==> config.mk <==
export PLATFORM = sky130hd
export DESIGN_NAME = junction_controller_flat
export DESIGN_NICKNAME = d
export VERILOG_FILES = /design/src/rtl/junction_controller_if.sv /design/src/rtl/junction_controller.sv /design/src/flat_wrapper.sv
export SDC_FILE = /design/constraint.sdc
export NUM_CORES = 1
export LEC_CHECK = 0
export BUFFER_PORTS_ARGS = -buffer_cell sky130_fd_sc_hd__buf_2
export CORE_UTILIZATION = 52
export CTS_CLUSTER_SIZE = 28
export DETAILED_ROUTE_END_ITERATION = 10
export PLACE_DENSITY = 0.78
export RECOVER_POWER = 100
export SETUP_SLACK_MARGIN = 0.02
export SLEW_MARGIN = 10
export SYNTH_ARGS = -nofsm -noshare
export SYNTH_HDL_FRONTEND = slang
export SYNTH_SLANG_ARGS = --single-unit
==> constraint.sdc <==
create_clock -name clk -period 2.6 [get_ports clk]
set_input_delay 0.39 -clock clk [delete_from_list [all_inputs] [get_ports clk]]
set_output_delay 0.39 -clock clk [all_outputs]
set_load 0.01 [all_outputs]
==> src/rtl/junction_controller_if.sv <==
// ----------------------------------------------------------------------------
// junction_controller_if
//   Bundles the control inputs and lamp/pedestrian outputs of the junction
//   controller so they travel as a single port.
//   master : drives en/ped_req, observes lamps, walk, ack and debug state
//   slave  : the controller side (receives en/ped_req, drives everything else)
//   Signals:
//     en        sequence run enable
//     ped_req   pedestrian request (level or pulse)
//     ns_*      north-south red/amber/green lamps
//     ew_*      east-west red/amber/green lamps
//     ped_walk  pedestrian walk signal
//     ped_ack   one-cycle grant pulse
//     state_o   current FSM state encoding (debug)
// ----------------------------------------------------------------------------
interface junction_controller_if;
    logic       en;
    logic       ped_req;
    logic       ns_red;
    logic       ns_amber;
    logic       ns_green;
    logic       ew_red;
    logic       ew_amber;
    logic       ew_green;
    logic       ped_walk;
    logic       ped_ack;
    logic [3:0] state_o;

    modport master (
        output en, ped_req,
        input  ns_red, ns_amber, ns_green, ew_red, ew_amber, ew_green,
        input  ped_walk, ped_ack, state_o
    );

    modport slave (
        input  en, ped_req,
        output ns_red, ns_amber, ns_green, ew_red, ew_amber, ew_green,
        output ped_walk, ped_ack, state_o
    );
endinterface

==> src/rtl/junction_controller.sv <==
// ----------------------------------------------------------------------------
// junction_controller
//   Sequences a two-approach junction (NS / EW) through green, amber,
//   all-red clearance, optional pedestrian walk, and red+amber phases. Each
//   phase dwells a fixed number of enabled cycles. A latched pedestrian
//   request inserts an all-red walk phase after the next clearance.
//   Ports:
//     clk    system clock, rising edge
//     rst_n  asynchronous active-low reset
//     bus    junction_controller_if.slave (en, ped_req in; lamps, ped_walk,
//            ped_ack, state_o out)
//   All outputs come straight from registers.
// ----------------------------------------------------------------------------
module junction_controller #(
    parameter int T_GREEN     = 8,
    parameter int T_AMBER     = 3,
    parameter int T_RED_AMBER = 2,
    parameter int T_ALLRED    = 2,
    parameter int T_WALK      = 6,
    parameter int CNT_W       = 8
) (
    input  logic                 clk,
    input  logic                 rst_n,
    junction_controller_if.slave bus
);

    typedef enum logic [3:0] {
        NS_GRN = 4'd0,
        NS_AMB = 4'd1,
        CLR_A  = 4'd2,
        WALK_A = 4'd3,
        EW_RA  = 4'd4,
        EW_GRN = 4'd5,
        EW_AMB = 4'd6,
        CLR_B  = 4'd7,
        WALK_B = 4'd8,
        NS_RA  = 4'd9
    } state_t;

    state_t             state_q, state_d, nxt;
    logic [CNT_W-1:0]   cnt_q, cnt_d;
    logic               pend_q, pend_d;
    logic               ack_q, ack_d;
    // {ns_red, ns_amber, ns_green, ew_red, ew_amber, ew_green, ped_walk}
    logic [6:0]         out_q, out_d;

    function automatic logic [CNT_W-1:0] dwell(input state_t s);
        case (s)
            NS_GRN, EW_GRN: dwell = CNT_W'(T_GREEN - 1);
            NS_AMB, EW_AMB: dwell = CNT_W'(T_AMBER - 1);
            NS_RA,  EW_RA:  dwell = CNT_W'(T_RED_AMBER - 1);
            WALK_A, WALK_B: dwell = CNT_W'(T_WALK - 1);
            default:        dwell = CNT_W'(T_ALLRED - 1);
        endcase
    endfunction

    function automatic logic [6:0] decode(input state_t s);
        case (s)
            NS_GRN:         decode = 7'b001_100_0;
            NS_AMB:         decode = 7'b010_100_0;
            NS_RA:          decode = 7'b110_100_0;
            EW_RA:          decode = 7'b100_110_0;
            EW_GRN:         decode = 7'b100_001_0;
            EW_AMB:         decode = 7'b100_010_0;
            WALK_A, WALK_B: decode = 7'b100_100_1;
            default:        decode = 7'b100_100_0;
        endcase
    endfunction

    always_ff @(posedge clk or negedge rst_n) begin
        if (!rst_n) begin
            state_q <= CLR_B;
            cnt_q   <= CNT_W'(T_ALLRED - 1);
            pend_q  <= 1'b0;
            ack_q   <= 1'b0;
            out_q   <= 7'b100_100_0;
        end else begin
            state_q <= state_d;
            cnt_q   <= cnt_d;
            pend_q  <= pend_d;
            ack_q   <= ack_d;
            out_q   <= out_d;
        end
    end

    always_comb begin
        state_d = state_q;
        cnt_d   = cnt_q;
        pend_d  = pend_q;
        ack_d   = 1'b0;
        nxt     = state_q;

        if (bus.ped_req && state_q != WALK_A && state_q != WALK_B)
            pend_d = 1'b1;

        case (state_q)
            NS_GRN:  nxt = NS_AMB;
            NS_AMB:  nxt = CLR_A;
            CLR_A:   nxt = pend_q ? WALK_A : EW_RA;
            WALK_A:  nxt = EW_RA;
            EW_RA:   nxt = EW_GRN;
            EW_GRN:  nxt = EW_AMB;
            EW_AMB:  nxt = CLR_B;
            CLR_B:   nxt = pend_q ? WALK_B : NS_RA;
            WALK_B:  nxt = NS_RA;
            NS_RA:   nxt = NS_GRN;
            default: nxt = CLR_B;
        endcase

        if (state_q > NS_RA) begin
            // Corrupted encoding: recover to clearance regardless of en.
            state_d = CLR_B;
            cnt_d   = dwell(CLR_B);
        end else if (bus.en) begin
            if (cnt_q == '0) begin
                state_d = nxt;
                cnt_d   = dwell(nxt);
                // Grant overrides a same-edge request so it is absorbed.
                if (nxt == WALK_A || nxt == WALK_B) begin
                    pend_d = 1'b0;
                    ack_d  = 1'b1;
                end
            end else begin
                cnt_d = cnt_q - 1'b1;
            end
        end

        // Outputs registered from the next state so they align with state_q.
        out_d = decode(state_d);
    end

    assign bus.ns_red   = out_q[6];
    assign bus.ns_amber = out_q[5];
    assign bus.ns_green = out_q[4];
    assign bus.ew_red   = out_q[3];
    assign bus.ew_amber = out_q[2];
    assign bus.ew_green = out_q[1];
    assign bus.ped_walk = out_q[0];
    assign bus.ped_ack  = ack_q;
    assign bus.state_o  = state_q;

endmodule

==> src/flat_wrapper.sv <==
// flat-port wrapper written by rule: the top's interface ports become plain ports
module junction_controller_flat 
#(
    parameter int T_GREEN     = 8,
    parameter int T_AMBER     = 3,
    parameter int T_RED_AMBER = 2,
    parameter int T_ALLRED    = 2,
    parameter int T_WALK      = 6,
    parameter int CNT_W       = 8
)
  (clk, rst_n, bus_en, bus_ped_req, bus_ns_red, bus_ns_amber, bus_ns_green, bus_ew_red, bus_ew_amber, bus_ew_green, bus_ped_walk, bus_ped_ack, bus_state_o);
  junction_controller_if bus_i ();
  input  logic clk;
  input  logic rst_n;
  input wire logic [$bits(bus_i.en)-1:0] bus_en;
  input wire logic [$bits(bus_i.ped_req)-1:0] bus_ped_req;
  output wire logic [$bits(bus_i.ns_red)-1:0] bus_ns_red;
  output wire logic [$bits(bus_i.ns_amber)-1:0] bus_ns_amber;
  output wire logic [$bits(bus_i.ns_green)-1:0] bus_ns_green;
  output wire logic [$bits(bus_i.ew_red)-1:0] bus_ew_red;
  output wire logic [$bits(bus_i.ew_amber)-1:0] bus_ew_amber;
  output wire logic [$bits(bus_i.ew_green)-1:0] bus_ew_green;
  output wire logic [$bits(bus_i.ped_walk)-1:0] bus_ped_walk;
  output wire logic [$bits(bus_i.ped_ack)-1:0] bus_ped_ack;
  output wire logic [$bits(bus_i.state_o)-1:0] bus_state_o;
  assign bus_i.en = bus_en;
  assign bus_i.ped_req = bus_ped_req;
  assign bus_ns_red = bus_i.ns_red;
  assign bus_ns_amber = bus_i.ns_amber;
  assign bus_ns_green = bus_i.ns_green;
  assign bus_ew_red = bus_i.ew_red;
  assign bus_ew_amber = bus_i.ew_amber;
  assign bus_ew_green = bus_i.ew_green;
  assign bus_ped_walk = bus_i.ped_walk;
  assign bus_ped_ack = bus_i.ped_ack;
  assign bus_state_o = bus_i.state_o;
  junction_controller #(.T_GREEN(T_GREEN), .T_AMBER(T_AMBER), .T_RED_AMBER(T_RED_AMBER), .T_ALLRED(T_ALLRED), .T_WALK(T_WALK), .CNT_W(CNT_W)) u_core (.clk(clk), .rst_n(rst_n), .bus(bus_i));
endmodule
==> flow_summary.ini <==
[routing]
antenna_left = 0
route.detailed.drc = 0
num_vias = 1239
drt_pass1_iterations = 4
wl_um = 3236
dr.first_iter.drc_count = 35
wl_per_cell_um = 16.02
viasPerCell = 6.134

[clock_network]
cts.repair.resized = 0
tritoncts = built
cts_setup_buffers = 0
clk_latency_ns = 0.32
clk_pin_slew_ns = 0.14
cts-buffers-inserted = 3
ctsHoldBuffers = 0
cts_root_buf = clkbuf_4
htree_levels = 1
cts.sinks = 21
clock_path_buffers = 2

[cells_and_area]
area_growth_pct = 7.172
diodes = 0
regArea_um2 = 533.0
instances_no_fill = 202
fillerInstances = 246
final_nets = 186
finalInstanceArea_mm2 = 0.001608
multi_input_area_um2 = 867.1
drive_gt1_frac = 0.1696

[logic_synthesis]
synth-compound-area-share = 0.2035
ys_seq_area_frac = 0.3553
yosysUniqueCellTypes = 56
synthArstFlopShare = 1.000
synthSimpleGateAreaFrac = 0.2477
synth_edf_count = 0
ys_warn_count = 0
ys_ff_latch = 21
synth_area_leader_cell = dfrtp_1
netlist_area_mm2 = 0.001500
syn-mean-instance-area_um2 = 9.679
synth_cells = 155
synth_nets = 169
synth_top_area_share = 0.2502
synth_ff_type = dfrtp_1
synth-xor-area-share = 0.01751
ys_top_cells_by_area = dfrtp_1 (25%), dfstp_2 (11%), ha_1 (8.3%)
synth_top_family_by_area = simple AND/OR/NAND/NOR gates
yosys-mux-area-fraction = 0.02669
synth-adder-area-share = 0.08340

[placed_design]
dp.cells = 198
io_buffers = 15
gp_congestion = 0.8095
placed_cell_area_mm2 = 0.001594
dp_worst_setup_slack_ns = 0.3082
dp_hpwl_um = 2334

[critical_path]
cp-end-kind = flop
start_kind = flop
rrSetupSlack_ns = 0.25
worstSetupPathType = reg -> reg
r2r-start = u_core.bus.state_o[0]
critPathMaxStageDelay_ns = 0.73
reg2reg_depth = 8
crit_chain = nand2b_1 -> o31a_2 -> o32ai_1 -> inv_1 -> ha_1 -> nand2b_1 -> a311o_1 -> a21oi_1
critPathTopFamily = compound AO/OA/AOI/OAI gates
worstPathArrival_ns = 2.61
required_ns = 2.86
crit_fanout = 17
crit_buf_inv = 1
r2r_end = u_core.cnt_q[1]
cpMostUsedCell = nand2b_1
slowest_stage = dfstp_2

[power_and_ir_drop]
power_mw = 1.885
cellPowerDensity_mw_per_mm2 = 1173
leakagePower_nw = 0.7284
vdd_drop_max_mv = 0.7064

[floorplan]
die_x_um = 55.71
pin_count = 16
core_area_mm2 = 0.002734
row_count = 19
die-area_mm2 = 0.003104
fp.dieH_um = 55.71
initial_core_util = 0.5487

[grt]
grt_usage = 0.2258
grt_pass1_vias = 1212
grt_pass1_wl_um = 5513
grt_antenna_before_repair = 0
grt_max_degree = 22
grt-ovfl-total = 0

[timing]
rsz0062_at_grt = false
setup_slack_ns = 0.2536
skew_ns = 0.006004
slew_viol_final = 0
tightest_slew_ns = 1.135
relSlewSlack = 0.2434
hold_viol_final = 0
fin_crit_sh = 0.9025
max_freq_mhz = 426.2
fin_tns_setup_ns = 0
final-setup-viol-count = 0
layout_min_cycle_time_ns = 2.346

[status]
status = finished clean

[hold_path]
hp-class = in -> async

[flow_run]
drv_cap = 0
## layout by cell type (no fill, tap or decap), types with 4 or more instances in the layout
cell type / n
dfrtp_1: 15
inv_1: 11
nand2_1: 11
nor2_1: 10
ha_1: 10
clkbuf_1: 10
a21oi_1: 9
buf_2: 6
nand2b_1: 4
mux2i_1: 4
buf_4: 4
dfstp_2: 4
## cell usage after synthesis (2+ instances only)
master / n
mux2i_1: 4
and2_2: 2
clkbuf_8: 2
nor3_1: 3
o211a_1: 3
nor3b_1: 3
nand2_1: 11
o211ai_1: 2
dfrtp_1: 15
o21ai_0: 3
a21boi_0: 2
ha_1: 10
or2_1: 2
o21a_1: 2
a311oi_1: 2
nand3b_1: 2
nand2b_1: 4
xor2_1: 3
inv_1: 11
nor2_1: 10
dfstp_2: 6
clkbuf_1: 5
nand4b_1: 3
a21oi_1: 9
a21o_1: 2
or3_1: 2
a211oi_1: 3
## layer usage
metal / routed length, µm / GRT usage
met5: 0 / 0
met3: 147 / 0.02326
met1: 1442 / 0.2919
met2: 1611 / 0.3821
met4: 35 / 0.1000
## worst register-to-register path: stages, from the launching register on
cell	delay [ns]
dfstp_2	0.73
nand2b_1	0.15
o31a_2	0.14
o32ai_1	0.18
inv_1	0.14
ha_1	0.34
nand2b_1	0.15
a311o_1	0.32
a21oi_1	0.14
## sequential cells by signal (all words and copies together), names as in the netlist
| name | count |
|---|---|
| u_core.bus.ped_ack | 1 |
| u_core.out_q | 7 |
| u_core.bus.state_o | 4 |
| u_core.cnt_q | 8 |
| u_core.pend_q | 1 |
## area by class of cell
type,instances,area share
clock buffer,3,0.01401
inverter,11,0.02568
multi-input combinational,115,0.5393
clock inverter,1,0.004669
timing repair buffer,20,0.06070
sequential,21,0.3315
tap,31,0.02412
## per-stage QoR
step,hold slack [ns],utilization
3_5_place_dp,0.3802,0.5831
6_report,0.2462,0.5881
5_1_grt,0.3648,0.5881
4_1_cts,0.02095,0.5941
2_1_floorplan,0.09441,-
3_3_place_gp,0.3729,0.5831
## report_power, final
group	internal [mW]	total (mW)	switching [mW]
Combinational	0.486	1.11	0.620
Clock	0.0588	0.179	0.120
Sequential	0.450	0.600	0.149
Total	0.995	1.89	0.890
## how the worst max path moves through the flow
stage / startpoint / depth (start not counted) / slack, ns / to
final: u_core.bus.state_o[0] / 8 / 0.25 / u_core.cnt_q[1]
after global routing: u_core.bus.state_o[0] / 9 / 0.09 / u_core.cnt_q[2]
after CTS: u_core.bus.state_o[0] / 9 / 0.28 / u_core.cnt_q[2]
after detailed placement: u_core.bus.state_o[0] / 9 / 0.31 / u_core.cnt_q[2]
after global placement: u_core.bus.state_o[0] / 8 / 0.37 / u_core.cnt_q[1]
after floorplan: u_core.bus.state_o[0] / 8 / 0.14 / u_core.cnt_q[1]
## kinds of logic after synthesis
group	Yosys count
adder cells (fa/ha/maj)	10
AND/OR/NAND/NOR	57
buffers and inverters	19
multiplexers	4
AO/OA/AOI/OAI	41
XOR/XNOR	3
flip-flops	21
(Power assumes the default switching activity.)
